## config.mk

```make
export PLATFORM = sky130hd
export DESIGN_NAME = sel_mux
export DESIGN_NICKNAME = d
export VERILOG_FILES = /design/src/rtl/sel_mux.sv
export SDC_FILE = /design/constraint.sdc
export NUM_CORES = 1
export LEC_CHECK = 0
export CORE_AREA = 10 10 47 49
export DETAILED_ROUTE_END_ITERATION = 12
export DIE_AREA = 0 0 57 59
export GPL_TIMING_DRIVEN = 1
export PLACE_DENSITY = 0.49
export SETUP_SLACK_MARGIN = 0.02
export SLEW_MARGIN = 20
export SYNTH_ARGS = -nofsm -noshare
export SYNTH_HDL_FRONTEND = slang
export SYNTH_SLANG_ARGS = --single-unit
export TNS_END_PERCENT = 5
```

## constraint.sdc

```tcl
create_clock -name i_w_clk -period 1.5 [get_ports i_w_clk]
set_input_delay 0.225 -clock i_w_clk [delete_from_list [all_inputs] [get_ports i_w_clk]]
set_output_delay 0.225 -clock i_w_clk [all_outputs]
set_load 0.01 [all_outputs]
```

## src/rtl/sel_mux.sv

```systemverilog
// sel_mux: N-to-1 single-bit multiplexer with a one-hot select decode.
// Provides a zero-latency selected bit and a registered copy with load enable.
module sel_mux #(
  parameter int P_SEL_WIDTH = 3
) (
  input  logic                        i_w_clk,
  input  logic                        i_w_reset,
  input  logic [2**P_SEL_WIDTH-1:0]   i_w_in,
  input  logic [P_SEL_WIDTH-1:0]      i_w_sel,
  input  logic                        i_w_en,
  output logic                        o_w_out,
  output logic                        o_w_out_q,
  output logic [2**P_SEL_WIDTH-1:0]   o_w_sel_onehot
);

  localparam int N = 2**P_SEL_WIDTH;

  localparam logic [N-1:0] ONE = N'(1);

  logic out_d;
  logic out_q;

  // Select the addressed bit; an unknown select propagates X.
  always_comb begin
    o_w_out = i_w_in[i_w_sel];
  end

  // Decode the select into a one-hot vector.
  always_comb begin
    o_w_sel_onehot = ONE << i_w_sel;
  end

  // Load the selected bit when enabled, otherwise hold.
  always_comb begin
    out_d = out_q;
    if (i_w_en) out_d = o_w_out;
  end

  // Output flop; reset clears it immediately.
  always_ff @(posedge i_w_clk or posedge i_w_reset) begin
    if (i_w_reset) out_q <= 1'b0;
    else           out_q <= out_d;
  end

  assign o_w_out_q = out_q;

endmodule

```

==> reports/qor.txt <==
Post-Synthesis Net Count -> 39
WS Path Type -> in2reg
Reg2Reg Depth -> 1
syn_area_per_cell -> 8.46 um2
cell internal pwr -> 0.105 mW
wire length of the first global-routing pass -> 1280 um
DRT Pass-1 Iters -> 3
flops & latches, synth -> 1
worst r2r src -> o_w_out_q$_DFFE_PP0P_
max reg flops -> 1
initial core utilization -> 15.1%
Cell Chain, Critical Path -> clkdlybuf4s15_1 -> or4b_4 -> o31ai_4 -> a211oi_2 -> mux2_4
Area contributors post-synth -> mux2_4, dfrtp_1, nor3b_1
startpoint types -> primary input
Final #Nets -> 67
element type at the critical path end -> flop
GRT Util Overall -> 4.37%
sequential cell area fraction in the yosys report -> 11.8%
part of the power in the clock network -> 0%
Worst-path clk slew -> 0 ns
io pins -> 24
synth unique cells -> 19
Core Area -> 1400 um2
initial DRC count -> 3
DPL Wire Length -> 712 um
capturing point of the worst reg2reg path -> o_w_out_q$_DFFE_PP0P_
post-DR vias/cell -> 3.96
Die Y -> 59 um
Vias -> 265
final clock period utilization by the worst path -> 96.2%
Logic pwr share -> 77.4%
ANT nets after route -> 0
Seq pwr share -> 22.6%
total global routing overflow -> 0
Reg2Reg Setup Slack -> 0.75 ns
IO buf count -> 23
pre-CTS setup slack -> -0.769 ns
layout overhead on the synthesized area -> 118%
Req. time, crit path -> 1.37 ns
Die X -> 57 um
final-report max-slew violation count -> 0
max incr delay on CP -> 0.53 ns
Setup Skew -> 0 ns
layout cells sized above 1 -> 39.2%
Layout fillers -> 172
RSZ-0062 raised after global routing -> yes
pwr dens -> 335 nW/um2
Ys Warns -> 0
minimum clock period -> 1.44 ns
maxcap violations -> 0
# diodes -> 0
status -> completed
fin cells -> 67
CP max FO -> 2
Buf+Inv Stages, Crit Path -> 1
P_sw -> 0.0497 mW
Worst Hold Class -> in2async
Std-Cell Rows -> 14
postcts setup bufs -> 0
DIE AREA -> 3360 um2
Mapped Area -> 211 um2
worst path arrival time -> 1.32 ns
cell taking the most area after synthesis -> mux2_4
min setup slack post-route -> 0.0576 ns
Fin. Hold Viols -> 0
WL final -> 814 um
Leakage -> 0.245 nW
setup violators final -> 0
Placer Congestion -> 0.690
post-synthesis cell count -> 25
Synth top area share -> 14.2%
CP max-delay cell -> or4b_4
TNS Setup -> 0 ns
drt wl/cell -> 12.1 um
crit-path leading delay family -> simple AND/OR/NAND/NOR gates
Peak supply drop -> 144 uV
largest net degree at the start of global routing -> 9
Cells after DPL -> 67
Net Sw Frac -> 32.2%
DRC -> 0
clock latency on the worst-skew pair -> 0 ns
vias in the first global route -> 292
worst slew pin tran -> 0.190 ns
initial antenna violation count -> 0
Util after Layout -> 32.9%
f_max -> 0.693 GHz
Power Total -> 0.154 mW
Slew HR -> 87.3%
==> layout make-up <==
cell class,instances,area (um2),area share (%)
Timing Repair Buffer,29,230,50.0
Multi-Input combinational cell,19,178,38.6
Sequential cell,1,25.0,5.43
Tap cell,16,20.0,4.35
Inverter,2,7.51,1.63
==> cell usage after synthesis <==
master	instances
o31ai_1	1
nor2_1	2
and3_1	1
and3_2	1
or4b_1	1
a211oi_1	1
dfrtp_1	1
and2b_4	1
mux2_4	2
nor3_1	2
a211oi_2	1
a21o_1	1
nand2b_1	1
buf_2	1
mux2i_1	1
buf_6	1
buf_4	1
inv_1	2
nor3b_1	3
==> power by group through the flow <==
stage	clock, mW	sequential, mW	combinational, mW
after floorplan	0	0.0365	0.0532
after global placement	0	0.0344	0.134
after detailed placement	0	0.0348	0.134
after CTS	0	0.0348	0.124
after global routing	0	0.0356	0.129
final	0	0.0349	0.119
==> repair_timing <==
item	4_1_cts	5_1_grt
pin swaps	4	0
hold buffers	0	0
endpoints found under the hold margin	0	0
resized for setup	38	4
endpoints found under the setup margin	10	4
==> per-stage QoR <==
step / hold slack (ns) / area [um2]
after global placement: 0.371 / 483
after floorplan: -0.0463 / 211
after CTS: 0.378 / 477
final: 0.372 / 460
after global routing: 0.389 / 460
after detailed placement: 0.378 / 483
==> layout by cell type, fill, tap and decap left out <==
master	instances
and3_2	1
inv_1	2
clkdlybuf4s15_1	1
nor3_1	2
and2b_4	1
buf_4	6
o31ai_4	1
buf_2	5
dlygate4sd2_1	12
clkbuf_2	1
or4b_4	1
and3_1	1
a211oi_2	2
mux2_4	2
mux2i_1	1
nand2b_1	1
nor2_1	2
clkdlybuf4s50_1	4
dfrtp_1	1
nor3b_1	3
a21o_1	1
==> how the worst max path moves through the flow <==
stage / end / cells after the start / slack (ns) / from
finish: o_w_out_q$_DFFE_PP0P_ / 5 / 0.06 / i_w_in[4]
global route: o_w_out_q$_DFFE_PP0P_ / 5 / 0.02 / i_w_in[4]
CTS: o_w_sel_onehot[3] / 6 / 0.01 / i_w_sel[2]
detailed placement: o_w_out / 5 / -0.77 / i_w_sel[1]
global placement: o_w_out / 5 / -0.74 / i_w_sel[1]
floorplan: o_w_out_q$_DFFE_PP0P_ / 5 / 0.16 / i_w_sel[2]
==> kinds of logic after synthesis <==
kind of cell           after synthesis  share of synthesized area [%]
and+or+nand+nor                     12                           37.9
buffers and inverters                5                           14.8
AOI/OAI and AO/OA                    4                           16.6
muxes                                3                           18.9
DFF                                  1                           11.8
==> per-layer routing <==
layer	vias to the layer above	wire [um]	global-route usage, %
li1	142	-	-
met3	0	89	1.93
met4	0	0	0
met5	-	0	0
met1	109	344	4.99
met2	14	381	7.75
No activity file was read; power rests on OpenSTA's default activity.
